## config.mk

```make
export PLATFORM = sky130hd
export DESIGN_NAME = segre_store_buffer
export DESIGN_NICKNAME = d
export VERILOG_FILES = /design/src/rtl/segre_pkg.sv /design/src/rtl/segre_store_buffer.sv
export SDC_FILE = /design/constraint.sdc
export NUM_CORES = 1
export LEC_CHECK = 0
export CAP_MARGIN = 15
export CORE_AREA = 2 2 258 158
export DETAILED_ROUTE_END_ITERATION = 16
export DIE_AREA = 0 0 260 160
export GPL_TIMING_DRIVEN = 0
export PLACE_DENSITY_LB_ADDON = 0.12
export SLEW_MARGIN = 20
export SYNTH_ARGS = -nofsm -noshare
export SYNTH_HDL_FRONTEND = slang
export SYNTH_SLANG_ARGS = --single-unit
export TNS_END_PERCENT = 5
```

## constraint.sdc

```tcl
create_clock -name clk_i -period 6.9 [get_ports clk_i]
set_clock_uncertainty 0.1 [all_clocks]
set_input_delay 1.38 -clock clk_i [delete_from_list [all_inputs] [get_ports clk_i]]
set_output_delay 1.38 -clock clk_i [all_outputs]
set_load 0.1 [all_outputs]
```

## src/rtl/segre_pkg.sv

```systemverilog
// Shared memory-operation types for the segre load/store path.
package segre_pkg;
  typedef enum logic [1:0] {
    BYTE = 2'b00,
    HALF = 2'b01,
    WORD = 2'b10
  } memop_data_type_e;
endpackage

```

## src/rtl/segre_store_buffer.sv

```systemverilog
// Store buffer between MEM and the D-cache write port: word-aligned FIFO entries
// with byte enables, youngest-wins load forwarding, optional coalescing, handshake drain.
module segre_store_buffer
  import segre_pkg::*;
#(
  parameter int unsigned DEPTH       = 4,
  parameter int unsigned ADDR_W      = 32,
  parameter int unsigned DATA_W      = 32,
  parameter bit          COALESCE    = 1'b1,
  parameter bit          EAGER_DRAIN = 1'b0
) (
  input  logic                         clk_i,
  input  logic                         rsn_i,
  input  logic                         st_valid_i,
  input  logic [ADDR_W-1:0]            st_addr_i,
  input  logic [DATA_W-1:0]            st_data_i,
  input  memop_data_type_e             st_type_i,
  output logic                         st_ready_o,
  output logic                         st_misalign_o,
  input  logic                         ld_valid_i,
  input  logic [ADDR_W-1:0]            ld_addr_i,
  input  memop_data_type_e             ld_type_i,
  output logic                         ld_fwd_hit_o,
  output logic                         ld_fwd_conflict_o,
  output logic [DATA_W-1:0]            ld_fwd_data_o,
  input  logic                         drain_req_i,
  output logic                         dc_wr_valid_o,
  output logic [ADDR_W-1:0]            dc_wr_addr_o,
  output logic [DATA_W-1:0]            dc_wr_data_o,
  output logic [DATA_W/8-1:0]          dc_wr_be_o,
  input  logic                         dc_wr_ready_i,
  output logic                         draining_o,
  output logic                         empty_o,
  output logic                         full_o,
  output logic [$clog2(DEPTH+1)-1:0]   count_o
);
  localparam int unsigned PTR_W = $clog2(DEPTH);
  localparam int unsigned CNT_W = $clog2(DEPTH+1);
  localparam int unsigned BE_W  = DATA_W/8;
  localparam int unsigned WA_W  = ADDR_W-2;

  typedef enum logic {IDLE, DRAIN} state_e;

  state_e             state_q, state_d;
  logic [PTR_W-1:0]   head_q, head_d, tail_q, tail_d;
  logic [CNT_W-1:0]   count_q, count_d;
  logic [WA_W-1:0]    waddr_q [DEPTH];
  logic [DATA_W-1:0]  data_q  [DEPTH];
  logic [BE_W-1:0]    be_q    [DEPTH];

  logic [PTR_W-1:0]   young_idx;
  logic [BE_W-1:0]    st_be;
  logic [DATA_W-1:0]  st_lane_data;
  logic               st_aligned;
  logic               merge_hit, push_new, push_merge, retire, trigger;

  // Store lane conversion and alignment check
  always_comb begin
    st_be      = '0;
    st_aligned = 1'b1;
    case (st_type_i)
      BYTE:    st_be = BE_W'(4'b0001) << st_addr_i[1:0];
      HALF: begin
        st_be      = BE_W'(4'b0011) << st_addr_i[1:0];
        st_aligned = ~st_addr_i[0];
      end
      WORD: begin
        st_be      = BE_W'(4'b1111);
        st_aligned = (st_addr_i[1:0] == 2'b00);
      end
      default: st_aligned = 1'b0;
    endcase
  end

  assign st_lane_data = st_data_i << {st_addr_i[1:0], 3'b000};
  assign young_idx    = tail_q - PTR_W'(1);
  assign empty_o      = (count_q == '0);
  assign full_o       = (count_q == CNT_W'(DEPTH));
  assign count_o      = count_q;

  // The head may not change under an offered D-cache write, so never merge into it then.
  assign merge_hit  = COALESCE && !empty_o
                      && (waddr_q[young_idx] == st_addr_i[ADDR_W-1:2])
                      && !((young_idx == head_q) && dc_wr_valid_o);
  assign st_misalign_o = st_valid_i & ~st_aligned;
  assign st_ready_o    = st_valid_i & st_aligned & (~full_o | merge_hit);
  assign push_merge    = st_ready_o & merge_hit;
  assign push_new      = st_ready_o & ~merge_hit;
  assign retire        = dc_wr_valid_o & dc_wr_ready_i;

  // Forwarding: scan oldest to youngest so younger matches overwrite older bytes
  logic [BE_W-1:0]   ld_need, fwd_cov;
  logic [DATA_W-1:0] fwd_lane;
  logic [PTR_W-1:0]  fwd_idx;

  always_comb begin
    ld_need  = '0;
    fwd_cov  = '0;
    fwd_lane = '0;
    fwd_idx  = '0;
    case (ld_type_i)
      BYTE:    ld_need = BE_W'(4'b0001) << ld_addr_i[1:0];
      HALF:    ld_need = BE_W'(4'b0011) << ld_addr_i[1:0];
      WORD:    ld_need = BE_W'(4'b1111) << ld_addr_i[1:0];
      default: ld_need = '0;
    endcase
    for (int k = 0; k < DEPTH; k++) begin
      fwd_idx = head_q + PTR_W'(k);
      if ((CNT_W'(k) < count_q) && (waddr_q[fwd_idx] == ld_addr_i[ADDR_W-1:2])) begin
        for (int b = 0; b < BE_W; b++) begin
          if (be_q[fwd_idx][b] && ld_need[b]) begin
            fwd_cov[b]        = 1'b1;
            fwd_lane[8*b +: 8] = data_q[fwd_idx][8*b +: 8];
          end
        end
      end
    end
  end

  assign ld_fwd_hit_o      = ld_valid_i && (ld_need != '0) && (fwd_cov == ld_need);
  assign ld_fwd_conflict_o = ld_valid_i && (fwd_cov != '0) && (fwd_cov != ld_need);
  assign ld_fwd_data_o     = ld_valid_i ? (fwd_lane >> {ld_addr_i[1:0], 3'b000}) : '0;

  assign trigger = drain_req_i | full_o | ld_fwd_conflict_o | EAGER_DRAIN;

  assign count_d = count_q + CNT_W'(push_new) - CNT_W'(retire);
  assign head_d  = head_q + PTR_W'(retire);
  assign tail_d  = tail_q + PTR_W'(push_new);

  always_ff @(posedge clk_i or negedge rsn_i) begin
    if (!rsn_i) begin
      state_q <= IDLE;
      head_q  <= '0;
      tail_q  <= '0;
      count_q <= '0;
    end else begin
      state_q <= state_d;
      head_q  <= head_d;
      tail_q  <= tail_d;
      count_q <= count_d;
    end
  end

  always_comb begin
    state_d = state_q;
    case (state_q)
      IDLE:    if (!empty_o && trigger) state_d = DRAIN;
      DRAIN:   if (retire && ((count_d == '0) || !trigger)) state_d = IDLE;
      default: state_d = IDLE;
    endcase
  end

  always_comb begin
    dc_wr_valid_o = (state_q == DRAIN);
    draining_o    = (state_q == DRAIN);
  end

  assign dc_wr_addr_o = dc_wr_valid_o ? {waddr_q[head_q], 2'b00} : '0;
  assign dc_wr_data_o = dc_wr_valid_o ? data_q[head_q] : '0;
  assign dc_wr_be_o   = dc_wr_valid_o ? be_q[head_q] : '0;

  // Entry storage carries no reset; occupancy gates every read of it
  always_ff @(posedge clk_i) begin
    if (push_new) begin
      waddr_q[tail_q] <= st_addr_i[ADDR_W-1:2];
      data_q[tail_q]  <= st_lane_data;
      be_q[tail_q]    <= st_be;
    end else if (push_merge) begin
      be_q[young_idx] <= be_q[young_idx] | st_be;
      for (int b = 0; b < BE_W; b++) begin
        if (st_be[b]) data_q[young_idx][8*b +: 8] <= st_lane_data[8*b +: 8];
      end
    end
  end

endmodule

```

======== After elaboration in Yosys (flattened, before gate mapping) ========
Memories as Yosys holds them, arrays and structs flattened.
Index checks and enable logic that the tools add are counted.
storage, ports and cells
  memories ................................ 3
  logic and storage cells ................. 173
  RAM bits ................................ 264
  flip-flop bits (word level) ............. 8
  input port bits ......................... 106
  output and inout bits ................... 111
memories
  name     depth  bits a word  rd ports  clocked after Yosys merged registers in  write ports  RTL line                  text
  data_q   4      32           4         0                                        1            segre_store_buffer.sv:48  logic [DATA_W-1:0] data_q [DEPTH];
  waddr_q  4      30           5         0                                        1            segre_store_buffer.sv:47  logic [WA_W-1:0] waddr_q [DEPTH];
  be_q     4      4            5         0                                        1            segre_store_buffer.sv:49  logic [BE_W-1:0] be_q [DEPTH];
cells by class
  bitwise logic cells ..................... 15
  equal/unequal tests ..................... 13
  shift operators ......................... 7
  mux-type cells .......................... 77
  order comparisons ....................... 4
  reduce and logical (&&, ||, !) cells .... 42
  $add $sub $neg .......................... 8
operators with widths
  operator               number
  $mux W32               8
  $eq A30 B30 Y1         5
  $mux W8                16
  $mux W1                40
  $reduce_or A32 Y1      1
  $shl A32 B5 Y32        1
  $shr A32 B5 Y32        1
  $logic_and A1 B1 Y1    29
  $mux W4                7
  $pmux W4 S3            2
  $reduce_bool A4 Y1     2
  $shl A1 B2 Y4 const A  2
  $shl A2 B2 Y4 const A  2
  $and A1 B1 Y1          6
  $logic_not A2 Y1       3
  $logic_not A3 Y1       2
  $lt A1 B3 Y1 const A   2
  $lt A2 B3 Y1 const A   2
  $not A1 Y1             5
  $add A2 B1 Y2          2
  $add A2 B2 Y2 const B  2
  $eq A2 B1 Y1 const B   2
  $eq A2 B2 Y1 const B   2
  $eq A4 B4 Y1           1
  16 further kinds       21

======== Longest topological paths before layout ========
  word-level depth ........................ 20
  gate-level depth with buffers ........... 21
  mapped depth without buffers ............ 16

======== Least setup slack after synthesis ========
OpenSTA, ideal clock, no wires.
  path kind ............................... in2out
  start ................................... input port ld_addr_i[16]
  end ..................................... output port ld_fwd_data_o[30]
  arrival ................................. 6.298 ns
  slack ................................... -0.878 ns
  buffers on the path ..................... 2
  stages .................................. 10
  data required time ...................... 5.420 ns
  cell sequence ........................... clkbuf_1 > nand2b_1 > mux2_1 > a2111oi_0 > o2111ai_1 > nand4b_4 > nor3_4 > buf_2 > a2111oi_0 > nor4_1
on the way
  cells in the longest elaborated chain, start to end .. 11
  elaborated cells between the ends (all ways) .. 26
  those cells by class .................... 4 x eq/ne; 1 x shift; 17 x mux; 4 x reduce/logical
RTL lines
  item                 RTL line                   text
  start: declaration   segre_store_buffer.sv:21   input logic [ADDR_W-1:0] ld_addr_i,
  $eq A30 B30 Y1       segre_store_buffer.sv:109  if ((CNT_W'(k) < count_q) && (waddr_q[fwd_idx] == ld_addr_i[ADDR_W-1:2])) begin
  $logic_and A1 B1 Y1  segre_store_buffer.sv:109
  $mux W32             segre_store_buffer.sv:109
  $mux W8              segre_store_buffer.sv:111  if (be_q[fwd_idx][b] && ld_need[b]) begin
  $mux W32             segre_store_buffer.sv:109
  $mux W8              segre_store_buffer.sv:111
  $mux W32             segre_store_buffer.sv:109
  $mux W8              segre_store_buffer.sv:111
  $mux W32 (*)         segre_store_buffer.sv:109
  $shr A32 B5 Y32 (*)  segre_store_buffer.sv:122  assign ld_fwd_data_o = ld_valid_i ? (fwd_lane >> {ld_addr_i[1:0], 3'b000}) : '0;
  $mux W32 (*)         segre_store_buffer.sv:122
  end: declaration     segre_store_buffer.sv:25   output logic [DATA_W-1:0] ld_fwd_data_o,
Mark *: on every way between the ends. The rest lies on a longest branch, timed or not.

======== Worst setup path in the final report ========
  start ................................... register head_q[1]
  end ..................................... output port ld_fwd_data_o[6]
on the way
  cells in the longest elaborated chain, start to end .. 12
  elaborated cells between the ends (all ways) .. 52
  those cells by class .................... 3 x add/sub; 4 x eq/ne; 1 x shift; 21 x mux; 20 x reduce/logical; 3 x memory
RTL lines
  item                                                    RTL line                   text
  start: declaration                                      segre_store_buffer.sv:45   logic [PTR_W-1:0] head_q, head_d, tail_q, tail_d;
  start signal: assignment                                segre_store_buffer.sv:133  head_q <= '0;
  start signal: assignment                                segre_store_buffer.sv:138  head_q <= head_d;
  branches (longest 9 deep; another with $mem_v2 Z4 W30)  -
  $mux W32 (*)                                            segre_store_buffer.sv:109
  $shr A32 B5 Y32 (*)                                     segre_store_buffer.sv:122
  $mux W32 (*)                                            segre_store_buffer.sv:122
Every way passes the cells marked *.

==> results.sh <==
export IMPL_status="complete, but fails checks"
export IMPL_violations="negative setup slack"
export IMPL_layout_common_cells="edfxtp_1 (264), mux2i_1 (140), mux4_2 (135)"
export IMPL_clockRootBuffer="clkbuf_16"
export IMPL_area_growth_pct=23.0
export IMPL_vdd_ir_drop_worst_mv=0.370
export IMPL_place_area_sq_um=23300
export IMPL_synth_edf_count=264
export IMPL_cts_max_path_buffers=3
export IMPL_yosysSeqAreaShare_pct=39.5
export IMPL_leakage_nw=8.99
export IMPL_wirelength_met1_um=38800
export IMPL_synth_seq_cells=272
export IMPL_synth_simple_area_share_pct=11.6
export IMPL_clk_latency_ns=0.61
export IMPL_finalPower_mw=12.7
export IMPL_powerDensity_nw_per_um2=503
export IMPL_hold_path_class="reg2reg"
export IMPL_core_area_sq_um=39600
export IMPL_rows=57
export IMPL_wire_per_inst_um=36.8
export IMPL_ys_flop_type="edfxtp_1"
export IMPL_syn_inst=1786
export IMPL_drt_iter0_drc=3971
export IMPL_hold_viol=0
export IMPL_worst_slack_ns=-0.276
export IMPL_arrival_ns=5.70
export IMPL_grt_pass1_wl_um=132000
export IMPL_drt_pass1_iterations=8
export IMPL_synth_compound_area_share_pct=12.3
export IMPL_clkTransAtPathRegs_ns=0.08
export IMPL_cts_made_buffers=28
export IMPL_met3RoutedLength_um=18700
export IMPL_drtAntennaViolNets=0
export IMPL_cp_end_kind="primary output"
export IMPL_drv_slew=0
export IMPL_synth_cell_type_count=92
export IMPL_finalSetupViolations=21
export IMPL_synth_fa_ha_area_share_pct=0.827
export IMPL_io_buffer_count=194
export IMPL_cts_num_sinks=272
export IMPL_min_period_over_period_pct=104
export IMPL_grt_pass1_vias=17600
export IMPL_wl_um=95700
export IMPL_final_util_pct=63.9
export IMPL_dpl_worst_slack_ns=-2.78
export IMPL_ys_async_sr_fraction_pct=2.94
export IMPL_grt_overflow=0
export IMPL_htreeDepth=1
export IMPL_highest_layer="met5"
export IMPL_die_w_um=260
export IMPL_final_cell_area_sq_um=25300
export IMPL_start_util_pct=52.0
export IMPL_routed_via_count=19100
export IMPL_synth_avg_cell_area_sq_um=11.5
export IMPL_period_minus_slack_ns=7.18
export IMPL_cp_start_kind="register"
export IMPL_drive_gt1_share_pct=25.4
export IMPL_dp_hpwl_um=74100
export IMPL_cap_violations=0
export IMPL_critPathMaxFanout=10
export IMPL_remaining_drc_errors=0
export IMPL_clock_fmax_mhz=139
export IMPL_place_gp_congestion=1.05
export IMPL_final_nets=2158
export IMPL_track_usage_pct=45.2
export IMPL_required_ns=5.42
export IMPL_antenna_found_initial=6
export IMPL_rsz0062_at_grt="yes"
export IMPL_synthMuxAreaShare_pct=25.7
export IMPL_relSlewSlack_pct=23.1
export IMPL_via_per_inst=7.36
export IMPL_synthXorXnorAreaFrac_pct=5.66
export IMPL_grt_max_degree=19
export IMPL_yosysWarningCount=0
export IMPL_crit_type="reg2out"
export IMPL_mostFrequentLayoutCell="edfxtp_1"
export IMPL_routed_wl_met2_um=35700
export IMPL_synth_top_family_by_area="multiplexers"
export IMPL_worstMarginPinSlew_ns=1.15
export IMPL_die_h_um=160
export IMPL_cts_tree="done"
export IMPL_ios=217
export IMPL_cts_hold_buf=0
export IMPL_syn_area_sq_um=20600
export IMPL_die_area_sq_um=41600
-- critical path: stages, from the launching register on --
cell	delay [ns]
dfrtp_1	0.45
buf_4	0.29
buf_2	0.42
buf_2	0.40
mux4_2	0.44
xnor2_2	0.37
o211ai_1	0.20
nor4_2	0.38
nand4_1	0.14
buf_4	0.21
nor3b_4	0.22
buf_12	0.20
a2111oi_4	0.12
o32a_1	0.44
o21ai_2	0.32
o2bb2ai_2	0.17
buf_6	0.26
-- cell families (layout without fill, tap and decap cells) --
kind of cell             count (synthesis)  in the layout
adder cells (fa/ha/maj)                 13             13
flip-flops                             272            272
AO/OA/AOI/OAI                          366            366
XOR/XNOR                               133            133
other                                    1              9
AND/OR/NAND/NOR                        459            459
buffers and inverters                  191            465
multiplexers                           351            351
-- area by class of cell --
cell class	instances	area [sq um]
inverters	50	188
flip-flops and latches	272	8130
diodes	7	17.5
well taps	531	664
clock buffers	35	727
repair buffers	224	2250
fillers	3056	14300
multi-input cells	1324	12200
clock inverters	17	194
plain buffers	139	896
-- flip-flops by register name, summed over array words and instances (netlist names) --
| register | cells |
|---|---|
| data_q | 128 |
| waddr_q | 120 |
| be_q | 16 |
| count_o | 3 |
| head_q | 2 |
| tail_q | 2 |
| dc_wr_valid_o | 1 |
-- per-stage QoR --
stage | cells | TNS [ns] | hold WS [ns]
after floorplan | 1787 | -6.06 | 0.423
after global placement | 2512 | -411.31 | 0.434
after detailed placement | 2516 | -355.15 | 0.445
after CTS | 2592 | -0.0338 | 0.481
after global routing | 2595 | -2.23 | 0.525
final | 2599 | -2.28 | 0.510
-- path summary, 6_finish.rpt --
check	startpoint	cells past startpoint	end	slack, ns
max in group asynchronous	rsn_i	1	tail_q[1]	5.34
min	head_q[0]	1	head_q[0]	0.51
min reg2reg	head_q[0]	1	head_q[0]	0.51
min in group asynchronous	rsn_i	1	head_q[1]	1.01
max	head_q[1]	16	ld_fwd_data_o[6]	-0.28
max reg2reg	tail_q[0]	13	data_q[3][4]	0.27
-- synthesized netlist by cell type, types with 5 or more instances --
master	count	area share (%)
buf_1	22	0.40
a21o_1	6	0.22
o31ai_2	8	0.49
nor3_1	23	0.56
mux2_2	63	3.4
o32a_1	7	0.34
o22ai_1	27	0.82
o21ai_1	9	0.22
a211oi_1	23	0.84
o221ai_1	6	0.26
a222oi_1	10	0.49
mux2i_1	149	7.2
nor4_1	24	0.73
edfxtp_1	264	39
o211ai_1	7	0.26
nor2b_1	20	0.61
buf_2	24	0.58
a2111oi_0	13	0.55
o2111ai_1	7	0.30
xnor2_1	110	4.7
o2bb2ai_1	5	0.21
and3_1	18	0.55
nand4_1	26	0.79
nand2_1	106	1.9
o21ai_0	76	1.8
inv_1	48	0.88
dfrtp_1	8	0.97
clkbuf_1	64	1.2
nand3_1	15	0.36
mux4_2	135	15
a21oi_1	90	2.2
xor2_1	23	0.98
and2_1	71	2.2
nor2_1	122	2.2
o21a_1	15	0.55
a221oi_1	9	0.38
buf_4	20	0.73
ha_1	12	0.73
buf_6	9	0.49
-- layer usage --
| metal | vias up | GRT usage (%) |
|---|---|---|
| met3 | 201 | 25.5 |
| met1 | 9565 | 67.9 |
| met5 | - | 0 |
| met4 | 4 | 8.39 |
| met2 | 1883 | 55.8 |
| li1 | 7477 | - |
-- repair_timing --
item | 4_1_cts | 5_1_grt
pin swaps | 21 | 12
endpoints found under the setup margin | 355 | 65
setup buffers | 25 | 1
gates resized for setup | 381 | 124
-- power by group --
| part | total [mW] | switching, mW | internal, mW |
|---|---|---|---|
| logic | 8.94 | 6.17 | 2.77 |
| registers | 2.21 | 0.176 | 2.03 |
| clock network | 1.59 | 0.722 | 0.870 |
| total | 12.7 | 7.07 | 5.68 |
(Power assumes the default switching activity.)
